**config.mk**
```make
export PLATFORM = sky130hd
export DESIGN_NAME = prog_loader
export DESIGN_NICKNAME = d
export VERILOG_FILES = /design/src/rtl/lib_cpu.sv /design/src/rtl/prog_ram.sv /design/src/rtl/prog_loader.sv
export SDC_FILE = /design/constraint.sdc
export NUM_CORES = 1
export LEC_CHECK = 0
export BUFFER_PORTS_ARGS = -buffer_cell sky130_fd_sc_hd__buf_2
export CAP_MARGIN = 15
export CORE_ASPECT_RATIO = 0.8
export CORE_MARGIN = 2
export CORE_UTILIZATION = 55
export CTS_BUF_LIST = sky130_fd_sc_hd__clkbuf_8 sky130_fd_sc_hd__clkbuf_16
export DETAILED_ROUTE_END_ITERATION = 8
export PLACE_DENSITY = 0.72
export SYNTH_ARGS = -nofsm -noshare
export SYNTH_HDL_FRONTEND = slang
export SYNTH_SLANG_ARGS = --single-unit
```
**constraint.sdc**
```tcl
create_clock -name clk -period 4.1 [get_ports clk]
set_input_delay 0.615 -clock clk [delete_from_list [all_inputs] [get_ports clk]]
set_output_delay 0.615 -clock clk [all_outputs]
set_load 0.01 [all_outputs]
```
**src/rtl/lib_cpu.sv**
```systemverilog
// Shared types for the 4-bit CPU: instruction encoding, loader states and
// program store geometry.
package lib_cpu;

  localparam int PROG_DEPTH = 16;
  localparam int ADDR_W     = $clog2(PROG_DEPTH);
  // One extra bit so a write pointer can hold PROG_DEPTH itself.
  localparam int PTR_W      = ADDR_W + 1;

  typedef enum logic [3:0] {
    OP_ADD_A  = 4'h0,
    OP_MOV_AB = 4'h1,
    OP_IN_A   = 4'h2,
    OP_MOV_A  = 4'h3,
    OP_MOV_BA = 4'h4,
    OP_ADD_B  = 4'h5,
    OP_IN_B   = 4'h6,
    OP_MOV_B  = 4'h7,
    OP_OUT_B  = 4'h9,
    OP_OUT_IM = 4'hB,
    OP_JNC    = 4'hE,
    OP_JMP    = 4'hF
  } OPECODE;

  typedef struct packed {
    OPECODE     opcode;
    logic [3:0] imm;
  } INSN;

  typedef enum logic [2:0] {
    CLEAR,
    IDLE,
    COUNT,
    DATA,
    CHK,
    FILL,
    RUN
  } LD_STATE;

endpackage

```
**src/rtl/prog_ram.sv**
```systemverilog
// 16 x 8 program store: one synchronous write port, one combinational read
// port shared with the core's fetch path.
module prog_ram
  import lib_cpu::*;
(
  input  logic              clk,
  input  logic              we,
  input  logic [ADDR_W-1:0] waddr,
  input  logic [7:0]        wdata,
  input  logic [ADDR_W-1:0] raddr,
  output logic [7:0]        rdata
);

  logic [7:0] mem [PROG_DEPTH];

  // Write port; the loader's CLEAR sweep gives every entry a defined value.
  // NOTE: the array is deliberately not reset so it maps onto plain RAM/LUTRAM.
  always_ff @(posedge clk) begin
    if (we) mem[waddr] <= wdata;
  end

  assign rdata = mem[raddr];

endmodule

```
**src/rtl/prog_loader.sv**
```systemverilog
// Program loader: accepts a framed byte stream (sync, count, data, checksum),
// writes it into the program RAM, pads unused entries and releases the core.
module prog_loader
  import lib_cpu::*;
#(
  parameter logic [7:0] SYNC_BYTE = 8'hA5,
  parameter logic [7:0] FILL_WORD = 8'hF0
) (
  input  logic              clk,
  input  logic              rst,
  input  logic [7:0]        rx_data,
  input  logic              rx_valid,
  output logic              rx_ready,
  input  logic [ADDR_W-1:0] fetch_addr,
  output logic [7:0]        fetch_insn,
  output logic              cpu_hold,
  output logic              cpu_restart,
  output logic              load_busy,
  output logic              load_err
);

  LD_STATE          state, state_n;
  logic [PTR_W-1:0] ptr;        // CLEAR / DATA / FILL address
  logic [7:0]       frame_len;  // N of the current frame
  logic [7:0]       sum;

  logic accept, is_sync, len_ok, last_data;
  logic we;
  logic [7:0] wdata;

  assign accept    = rx_valid && rx_ready;
  assign is_sync   = accept && (rx_data == SYNC_BYTE);
  assign len_ok    = (rx_data != 8'd0) && (rx_data <= 8'(PROG_DEPTH));
  assign last_data = (({3'b000, ptr} + 8'd1) == frame_len);

  // Next-state decode.
  // NOTE: default assignment first so no path leaves state_n unassigned (no latch).
  always_comb begin
    state_n = state;
    case (state)
      CLEAR:     if (ptr == PTR_W'(PROG_DEPTH - 1)) state_n = IDLE;
      IDLE, RUN: if (is_sync) state_n = COUNT;
      COUNT:     if (accept) state_n = len_ok ? DATA : IDLE;
      DATA:      if (accept && last_data) state_n = CHK;
      CHK: begin
        if (accept) begin
          if (rx_data != sum)                    state_n = IDLE;
          else if (frame_len == 8'(PROG_DEPTH))  state_n = RUN;
          else                                   state_n = FILL;
        end
      end
      FILL:      if (ptr == PTR_W'(PROG_DEPTH - 1)) state_n = RUN;
      default:   state_n = CLEAR;
    endcase
  end

  // FSM state, counters, checksum and outputs registered from the next state.
  // NOTE: non-blocking assignments throughout so every register sees pre-edge values.
  always_ff @(posedge clk) begin
    if (rst) begin
      state       <= CLEAR;
      ptr         <= '0;
      frame_len   <= '0;
      sum         <= '0;
      load_err    <= 1'b0;
      rx_ready    <= 1'b0;
      cpu_hold    <= 1'b1;
      cpu_restart <= 1'b0;
      load_busy   <= 1'b0;
    end else begin
      state       <= state_n;
      rx_ready    <= !(state_n inside {CLEAR, FILL});
      cpu_hold    <= (state_n != RUN);
      load_busy   <= (state_n inside {COUNT, DATA, CHK, FILL});
      cpu_restart <= (state_n == RUN) && (state != RUN);
      case (state)
        CLEAR, FILL: ptr <= ptr + PTR_W'(1);
        IDLE, RUN:   if (is_sync) load_err <= 1'b0;
        COUNT: begin
          if (accept) begin
            if (len_ok) begin
              frame_len <= rx_data;
              ptr       <= '0;
              sum       <= '0;
            end else begin
              load_err  <= 1'b1;
            end
          end
        end
        DATA: begin
          if (accept) begin
            sum <= sum + rx_data;
            ptr <= ptr + PTR_W'(1);
          end
        end
        CHK:     if (accept && (rx_data != sum)) load_err <= 1'b1;
        default: ;
      endcase
    end
  end

  // After DATA the pointer already sits at N, so FILL continues from there.
  assign we    = (state == CLEAR) || (state == FILL) || ((state == DATA) && accept);
  assign wdata = (state == DATA) ? rx_data : FILL_WORD;

  prog_ram u_ram (
    .clk   (clk),
    .we    (we),
    .waddr (ptr[ADDR_W-1:0]),
    .wdata (wdata),
    .raddr (fetch_addr),
    .rdata (fetch_insn)
  );

endmodule

```
==> impl_metrics.json, run 1 <==
{
  "clk_pin_slew_worst_paths_ns": 0.06,
  "drc": 0,
  "async_reset_ff_share_pct": 0,
  "gp_congestion": 0.912,
  "drtPass1Iterations": 7,
  "core_area_um2": 12200,
  "critical_path_class": "input pin to primary output",
  "post_drt_wl_per_cell_um": 22.4,
  "period_share_pct": 74.7,
  "wl_um": 14800,
  "h-tree-depth": 4,
  "rows": 36,
  "ys.flop_type": "edfxtp_1",
  "grt_usage_pct": 24.1,
  "syn_avg_cell_area_um2": 15.7,
  "ys_top_cells_by_area": "edfxtp_1, mux4_2, dfxtp_1",
  "grt_overflow_total": 0,
  "finalSetupTns_ns": 0,
  "r2r_slack_ns": 1.33,
  "ctsRootBufferMaster": "clkbuf_16",
  "post-dp-hpwl_um": 9990,
  "clock.fmax_mhz": 326,
  "pre_cts_ws_ns": 0.970,
  "cp.arrival_ns": 2.45,
  "die_y_um": 104,
  "yosysTopAreaCell": "edfxtp_1",
  "critPathRequiredTime_ns": 3.48,
  "grt_pass1_vias": 4062,
  "layout.nets": 504,
  "syn_area_um2": 6880,
  "hold_class": "flip-flop to flip-flop",
  "yosysMostFrequentCell": "edfxtp_1",
  "grt_pass1_wl_um": 23500,
  "area_delta_synth_final_pct": 14.7,
  "diodes": 0,
  "grt_max_degree": 33,
  "clk_latency_ns": 0.43,
  "cts.sinks": 157,
  "yosys_warnings": 0,
  "ys_seq_area_share_pct": 64.3,
  "drive_above_1_share_pct": 24.8,
  "initial_core_util_pct": 56.3,
  "slew_headroom_pct": 30.7,
  "netlist-cell-type-count": 57,
  "cellPowerDensity_nw_per_um2": 465,
  "finalSetupViolCount": 0,
  "synth_edf_count": 128,
  "tightest_slew_ns": 1.04,
  "io_buffers": 27,
  "io-pin-count": 28,
  "ant_nets": 0,
  "outcome": "completed",
  "cts_buffer_depth": 2,
  "finalHoldViolations": 0,
  "fp.dieArea_um2": 13400,
  "route.met2.wl_um": 6640,
  "cap_viol_max_count": 0,
  "cts_tree": "done",
  "avgViaCountPerCell": 6.14,
  "finClkSkew_ns": 0.00729,
  "fin_ws_ns": 1.04,
  "slew_violations": 0,
  "antenna_found_initial": 0,
  "finalCriticalPeriod_ns": 3.06,
  "drt-met1-wl_um": 7070,
  "post_cts_buffers": 0,
  "topRoutingLayerUsed": "met4",
  "drtIter0Drc": 569,
  "dr_wl_met3_um": 822,
  "crit_path_end_kind": "primary output",
  "chipWidth_um": 129,
  "synthCells": 439,
  "p_leak_nw": 2.53,
  "cts-hold-fix-buffers": 0,
  "ys_seq_elements": 157,
  "synth_commonest_cells": "edfxtp_1, mux4_2, nor2_1",
  "cp_max_fo": 20,
  "cts_buffers": 17,
  "rsz0062_at_grt": "no",
  "vias": 4043,
  "syn-num-nets": 468,
  "crit_path_start_kind": "input pin",
  "ir_drop_mv": 0.438,
  "synth.top_cell.area_share_pct": 55.9,
  "cts_resized": 0
}
power by group:
part	switching, mW	internal [mW]
registers	0.00908	1.73
logic	0.0968	0.0741
clock network	0.622	1.14
total	0.728	2.94
stage by stage:
stage	power (mW)	cell area, um2	hold slack, ns	util, %	instances
after CTS	3.69	7890	0.477	64.6	659
after floorplan	1.88	6880	0.431	-	439
after detailed placement	1.94	7220	0.459	59.1	627
after global routing	3.78	7890	0.504	64.6	659
final	3.67	7890	0.472	64.6	659
after global placement	1.94	7220	0.445	59.1	627
cells in the final DEF, fill, tap and decap left out, types with 3 or more instances in the layout:
| cell | n |
|---|---|
| dfxtp_1 | 29 |
| a21oi_1 | 11 |
| nand3b_1 | 4 |
| mux4_2 | 40 |
| nand3_1 | 8 |
| and3_1 | 6 |
| nand2b_1 | 8 |
| o21ai_0 | 11 |
| edfxtp_1 | 128 |
| inv_6 | 3 |
| buf_4 | 8 |
| nand2_1 | 17 |
| mux2i_1 | 5 |
| or3_1 | 5 |
| nor2_1 | 39 |
| a31o_2 | 3 |
| clkinvlp_4 | 3 |
| nor3_1 | 11 |
| buf_2 | 27 |
| a31oi_1 | 4 |
| o21bai_1 | 3 |
| nor4_1 | 3 |
| clkbuf_16 | 17 |
| xor2_1 | 6 |
| and2_1 | 7 |
| bufinv_16 | 6 |
| inv_1 | 10 |
| ha_1 | 13 |
| xnor2_1 | 9 |
| a22oi_1 | 6 |
critical path, stage by stage:
cell and delay [ns]:
buf_2 0.39, buf_12 0.25, mux4_2 0.53, mux4_2 0.48
buf_2 0.15
per-layer routing:
metal | vias to the layer above | global-route usage (%)
li1 | 1807 | -
met1 | 2073 | 36.9
met2 | 141 | 33.9
met3 | 22 | 6.69
met4 | 0 | 7.07
met5 | - | 0
path summary, 6_finish.rpt:
| check | startpoint | to | depth (start not counted) |
|---|---|---|---|
| worst max-delay path | fetch_addr[0] | fetch_insn[5] | 5 |
| worst min-delay path | frame_len[7] | frame_len[7] | 1 |
| worst max register to register | ptr[0] | load_busy | 9 |
| worst min register to register | frame_len[7] | frame_len[7] | 1 |
area by class of cell:
class                   instances  area [um2]
flip-flops and latches        157        4420
fillers                       843        4320
multi-input cells             254        2330
clock buffers                  17         425
clock inverters                15         241
repair buffers                 36         215
well taps                     171         214
inverters                       9        33.8
cell families (layout without fill, tap and decap cells):
group | Yosys count | in the layout | share of synthesized area [%]
xor gates and xnor gates | 15 | 15 | 1.91
adders and majority gates | 14 | 14 | 2.66
buffers and inverters | 28 | 77 | 1.76
DFF | 157 | 157 | 64.3
and+or+nand+nor | 124 | 124 | 9.66
muxes | 47 | 47 | 14.2
AOI/OAI and AO/OA | 54 | 54 | 5.48
sequential cells by signal, indices dropped and copies added, names as in the netlist:
name,cells
u_ram.mem,128
rx_ready,1
sum,8
ptr,5
load_busy,1
state,3
frame_len,8
load_err,1
cpu_hold,1
cpu_restart,1
Note: power is estimated with default switching activity, not from simulation.
==> run 2, diff against run 1 <==
--- a/config.mk
+++ b/config.mk
@@ -12,7 +12,7 @@
 export CORE_UTILIZATION = 55
 export CTS_BUF_LIST = sky130_fd_sc_hd__clkbuf_8 sky130_fd_sc_hd__clkbuf_16
 export DETAILED_ROUTE_END_ITERATION = 8
-export PLACE_DENSITY = 0.72
+export PLACE_DENSITY = 0.75
 export SYNTH_ARGS = -nofsm -noshare
 export SYNTH_HDL_FRONTEND = slang
 export SYNTH_SLANG_ARGS = --single-unit
==> constraint.sdc (replaced) <==
create_clock -name clk -period 2.65 [get_ports clk]
set_input_delay 0.3975 -clock clk [delete_from_list [all_inputs] [get_ports clk]]
set_output_delay 0.3975 -clock clk [all_outputs]
set_load 0.01 [all_outputs]
==> run 2 against run 1 <==
Compared with the run above:
- via count grew 1.4%
- sequential cell count is the same
- first-iteration DRC count shrank 31%
- critical path depth grew 4
- final area grew 0.63%
- core utilization grew 0.41 points
- routed wire length grew 0.70%
- clock skew grew 0.0040 ns
- combinational power grew 60%
- sequential power grew 55%
- hold slack lost 0.17 ns
- cell count grew 3.6%
- critical endpoint is now load_busy
==> impl_metrics.json, run 2 (same netlist as run 1, synthesis figures left out) <==
{
  "cp_max_fo": 7,
  "finalSetupTns_ns": 0,
  "dp.cells": 651,
  "avgViaCountPerCell": 6.00,
  "wl_um": 14900,
  "finClkSkew_ns": 0.0112,
  "drive_above_1_share_pct": 27.7,
  "grt_overflow_total": 0,
  "period_share_pct": 92.1,
  "post_drt_wl_per_cell_um": 21.8,
  "post_cts_buffers": 0,
  "largest_reg_flops": 128,
  "topRoutingLayerUsed": "met4",
  "rows": 36,
  "hold_class": "input pin to flip-flop",
  "fin_util_pct": 65.0,
  "initial_core_util_pct": 56.3,
  "io_buffers": 27,
  "fin_cells": 683,
  "drt-met1-wl_um": 6850,
  "slew_headroom_pct": 56.7,
  "drtPass1Iterations": 5,
  "clock.fmax_mhz": 410,
  "grt_usage_pct": 23.9,
  "cts_resized": 0,
  "vias": 4101,
  "antenna_found_initial": 0,
  "die_y_um": 104,
  "finalSetupViolCount": 0,
  "crit_path_end_kind": "flip-flop",
  "ant_nets": 0,
  "cts_buffer_depth": 2,
  "reg_top3": "u_ram.mem (128), frame_len (8), sum (8)",
  "cts-hold-fix-buffers": 0,
  "diodes": 0,
  "cp.arrival_ns": 2.75,
  "core_area_um2": 12200,
  "drtIter0Drc": 392,
  "clk_latency_ns": 0.42,
  "min_path_cells": 3,
  "chipWidth_um": 129,
  "cellPowerDensity_nw_per_um2": 638,
  "grt_max_degree": 33,
  "ff2ff_path_depth": 9,
  "final_cell_mix": "edfxtp_1, mux4_2, nor2_1",
  "ir_drop_mv": 0.575,
  "grt_pass1_wl_um": 23500,
  "cts_buffers": 17,
  "grt_pass1_vias": 4077,
  "layout.nets": 528,
  "io-pin-count": 28,
  "rsz0062_at_grt": "no",
  "fp.dieArea_um2": 13400,
  "p_leak_nw": 2.61,
  "post-dp-hpwl_um": 9930,
  "finalCriticalPeriod_ns": 2.44,
  "h-tree-depth": 4,
  "crit_path_start_kind": "flip-flop",
  "finalHoldViolations": 0,
  "critical_path_class": "flip-flop to flip-flop",
  "gp_congestion": 0.964,
  "tightest_slew_ns": 0.650,
  "cts_tree": "done",
  "outcome": "completed",
  "dr_wl_met3_um": 1010,
  "cap_viol_max_count": 0,
  "stdcell_area_um2": 7940,
  "clk_pin_slew_worst_paths_ns": 0.06,
  "route.met2.wl_um": 6860,
  "ctsRootBufferMaster": "clkbuf_16",
  "mostFrequentLayoutCell": "edfxtp_1",
  "cts.sinks": 157,
  "area_delta_synth_final_pct": 15.4,
  "drc": 0,
  "largest_register": "u_ram.mem",
  "place_area_um2": 7420,
  "critPathRequiredTime_ns": 2.96,
  "slew_violations": 0
}
[run 2: final cells by class]
| cell class | count | area [um2] |
|---|---|---|
| multi-input combinational | 254 | 2330 |
| timing repair buffer | 60 | 420 |
| inverter | 9 | 33.8 |
| clock buffer | 17 | 425 |
| tap | 171 | 214 |
| sequential | 157 | 4420 |
| fill | 874 | 4270 |
| clock inverter | 15 | 86.3 |
[run 2: final timing paths]
check          startpoint  slack (ns)      endpoint
min reg2reg  frame_len[6]        0.46  frame_len[6]
min            rx_data[4]        0.30  frame_len[4]
max reg2reg        ptr[0]        0.21     load_busy
max                ptr[0]        0.21     load_busy
[run 2: critical path, cell delays in order (launching register included)]
cell	delay, ns
dfxtp_1	0.38
ha_1	0.24
and3_1	0.19
ha_1	0.31
xor2_1	0.15
nand4_1	0.10
nor3_1	0.25
a31o_2	0.22
and3_4	0.21
mux2_4	0.30
[run 2: power breakdown]
group | switching, mW | leakage (nW) | internal [mW] | total, mW
clock | 0.933 | 0.257 | 1.17 | 2.11
sequential | 0.0106 | 1.25 | 2.67 | 2.68
combinational | 0.151 | 1.11 | 0.123 | 0.274
[run 2: per-layer routing]
layer / up-vias / global-route usage (%)
li1: 1857 / -
met1: 2056 / 35.7
met2: 176 / 35.1
met3: 12 / 6.69
met4: 0 / 6.29
met5: - / 0
[run 2: stage by stage]
stage          power (mW)  setup slack [ns]  hold WS (ns)
2_1_floorplan        2.90             0.313         0.431
3_3_place_gp         3.00             0.312         0.442
3_5_place_dp         3.01             0.224         0.449
4_1_cts              5.10             0.214         0.281
5_1_grt              5.22            0.0573         0.317
6_report             5.06             0.211         0.297
==> run 3, diff against run 2 <==
--- a/config.mk
+++ b/config.mk
@@ -5,6 +5,7 @@
 export SDC_FILE = /design/constraint.sdc
 export NUM_CORES = 1
 export LEC_CHECK = 0
+export ABC_AREA = 1
 export BUFFER_PORTS_ARGS = -buffer_cell sky130_fd_sc_hd__buf_2
 export CAP_MARGIN = 15
 export CORE_ASPECT_RATIO = 0.8
==> run 3 against run 2 <==
Compared with the run above:
- sequential cell count did not move
- sequential share of layout area down 1.7 points
- global-route usage is 0.91 points lower
- synthesized cell count is 52% higher
- final area is 3.2% higher
- clock-buffer cell count unchanged
- die area is 3.4% higher
- combinational power grew 10%
- area after synthesis increased by 3.5%
- core utilization decreased by 0.66 points
- critical endpoint unchanged
==> impl_metrics.json, run 3 <==
{
  "crit_path_end_kind": "flip-flop",
  "area_delta_synth_final_pct": 15.1,
  "grt_pass1_wl_um": 24500,
  "reg_top3": "u_ram.mem (128), frame_len (8), sum (8)",
  "cts_buffers": 17,
  "grt_usage_pct": 23.0,
  "cp.arrival_ns": 2.61,
  "period_share_pct": 85.4,
  "fin_cells": 905,
  "yosys-mux-area-fraction_pct": 4.50,
  "clk_latency_ns": 0.43,
  "critPathSlowestCell": "dfxtp_1",
  "grt_pass1_vias": 4853,
  "post_drt_wl_per_cell_um": 16.7,
  "finalCriticalPeriod_ns": 2.26,
  "synth_xor_area_share_pct": 0.246,
  "drive_above_1_share_pct": 14.1,
  "grt_max_degree": 46,
  "synth.top_cell.area_share_pct": 54.0,
  "outcome": "completed",
  "regArea_um2": 4420,
  "largest_register": "u_ram.mem",
  "rows": 37,
  "synth_commonest_cells": "edfxtp_1, nand2_1, inv_1",
  "ir_drop_mv": 0.441,
  "core_area_um2": 12700,
  "ctsRootBufferMaster": "clkbuf_16",
  "fp.dieArea_um2": 13900,
  "diodes": 0,
  "h-tree-depth": 4,
  "cts_tree": "done",
  "ys_seq_area_share_pct": 62.2,
  "cap_viol_max_count": 0,
  "ys.flop_type": "edfxtp_1",
  "chipWidth_um": 131,
  "mostFrequentLayoutCell": "edfxtp_1",
  "drc": 0,
  "finalSetupTns_ns": 0,
  "cp_max_fo": 8,
  "clock.fmax_mhz": 442,
  "finalSetupViolCount": 0,
  "critPathRequiredTime_ns": 3.00,
  "p_leak_nw": 3.30,
  "cts-hold-fix-buffers": 0,
  "async_reset_ff_share_pct": 0,
  "die_y_um": 106,
  "drtIter0Drc": 510,
  "io_buffers": 27,
  "nFillCells": 961,
  "crit_path_start_kind": "flip-flop",
  "ant_nets": 0,
  "post_cts_buffers": 0,
  "synth_top_family_by_area": "simple AND/OR/NAND/NOR gates",
  "cts_resized": 0,
  "cts.sinks": 157,
  "tightest_slew_ns": 0.707,
  "critical_path_class": "flip-flop to flip-flop",
  "max_stage_delay_ns": 0.45,
  "avgViaCountPerCell": 5.53,
  "synthSimpleGateAreaFrac_pct": 12.9,
  "syn_area_um2": 7120,
  "ys_seq_elements": 157,
  "rsz0062_at_grt": "no",
  "synth_compound_area_share_pct": 11.6,
  "yosysMostFrequentCell": "edfxtp_1",
  "hold_class": "input pin to flip-flop",
  "path_common_cell": "nand2_1",
  "grt_overflow_total": 0,
  "netlist-cell-type-count": 31,
  "dp.cells": 873,
  "vias": 5005,
  "finClkSkew_ns": 0.0145,
  "final_cell_mix": "edfxtp_1, nand2_1, inv_1",
  "ys_top_cells_by_area": "edfxtp_1, dfxtp_1, nand2_1",
  "largest_reg_flops": 128,
  "finalHoldViolations": 0,
  "pre_cts_ws_ns": 0.432,
  "gp_congestion": 0.893,
  "slew_violations": 0,
  "slew_headroom_pct": 52.7,
  "cts_buffer_depth": 2,
  "syn-num-nets": 698,
  "synthCells": 669,
  "crit_path_cell_trace": "ha_1, inv_1, nor2_1, ha_1, inv_1, nand2_1, nand2_1, nand2_1, nor2_1, nand2_1, nor2_1, nand3_1, nand2_1, nand3_1, nand2_1, nand2_1, o21ai_0",
  "syn_avg_cell_area_um2": 10.6,
  "clk_pin_slew_worst_paths_ns": 0.06,
  "initial_core_util_pct": 55.9,
  "yosysTopAreaCell": "edfxtp_1",
  "multi_input_area_um2": 2260,
  "cellPowerDensity_nw_per_um2": 661,
  "synth-adder-area-share_pct": 2.57,
  "antenna_found_initial": 0,
  "wl_um": 15100,
  "drtPass1Iterations": 5,
  "synth_edf_count": 128,
  "io-pin-count": 28,
  "yosys_warnings": 0,
  "layout.nets": 746,
  "post-dp-hpwl_um": 9970,
  "fin_ws_ns": 0.386
}
## run 3: cell types whose count changed in the layout (fill, tap and decap cells not counted), moves of 7 or more
cell      delta
a21oi_1     +41
mux4_2      -40
nand3_1     +30
mux2i_1     +27
xnor2_1      -8
inv_1       +71
and2_1       -7
o21ai_0     +47
nand2b_1     -8
nand2_1     +82
o211ai_1    +31
## run 3: report_power, final
| group | switching (mW) | leakage [nW] | internal, mW | total [mW] |
|---|---|---|---|---|
| combinational | 0.195 | 1.60 | 0.107 | 0.302 |
| sequential | 0.0114 | 1.42 | 2.67 | 2.68 |
| clock | 0.954 | 0.284 | 1.48 | 2.43 |
| total | 1.16 | 3.30 | 4.25 | 5.41 |
## run 3: final cells by class
class,count,area share [%]
Timing Repair Buffer,56,4.49
Clock inverter,15,2.11
Clock buffer,17,5.19
Sequential cell,157,54.0
Inverter,86,3.94
Multi-Input combinational cell,399,27.6
Tap cell,175,2.67
## run 3: metal layers
metal  vias up  share of wire, %  track usage [%]
met1      2372                45             31.1
met5         -                 0                0
met2       184                47             35.9
li1       2435                 -                -
met3        14               7.3             7.02
met4         0              0.76             7.61
## run 3: path summary, 6_finish.rpt
kind                      from      endpoint  slack (ns)  cells past startpoint
setup / recovery        ptr[0]     load_busy        0.39                     17
hold / removal      rx_data[2]  frame_len[2]        0.33                      3
setup reg to reg        ptr[0]     load_busy        0.39                     17
hold reg to reg   frame_len[7]  frame_len[7]        0.45                      2
## run 3: per-stage QoR
step / power, mW / utilization, % / area [um2] / hold slack [ns]
finish: 5.41 / 64.4 / 8190 / 0.328
global route: 5.59 / 64.4 / 8190 / 0.337
global placement: 3.02 / 59.7 / 7590 / 0.432
floorplan: 2.93 / - / 7120 / 0.425
detailed placement: 3.03 / 59.7 / 7590 / 0.443
CTS: 5.45 / 64.4 / 8190 / 0.307
## run 3: logic make-up after synthesis
logic type | count (synthesis)
xor+xnor | 2
simple gates | 205
mux | 32
flops | 157
compound gates | 146
fa+ha+maj | 14
buf+inv | 113
## run 3: worst max-delay path: cells and delay by family (launching register included)
family	cells	cell delay (ns)
AOI/OAI and AO/OA	1	0.06
adders and majority gates	2	0.47
buffers and inverters	2	0.16
DFF	1	0.45
and+or+nand+nor	12	1.06
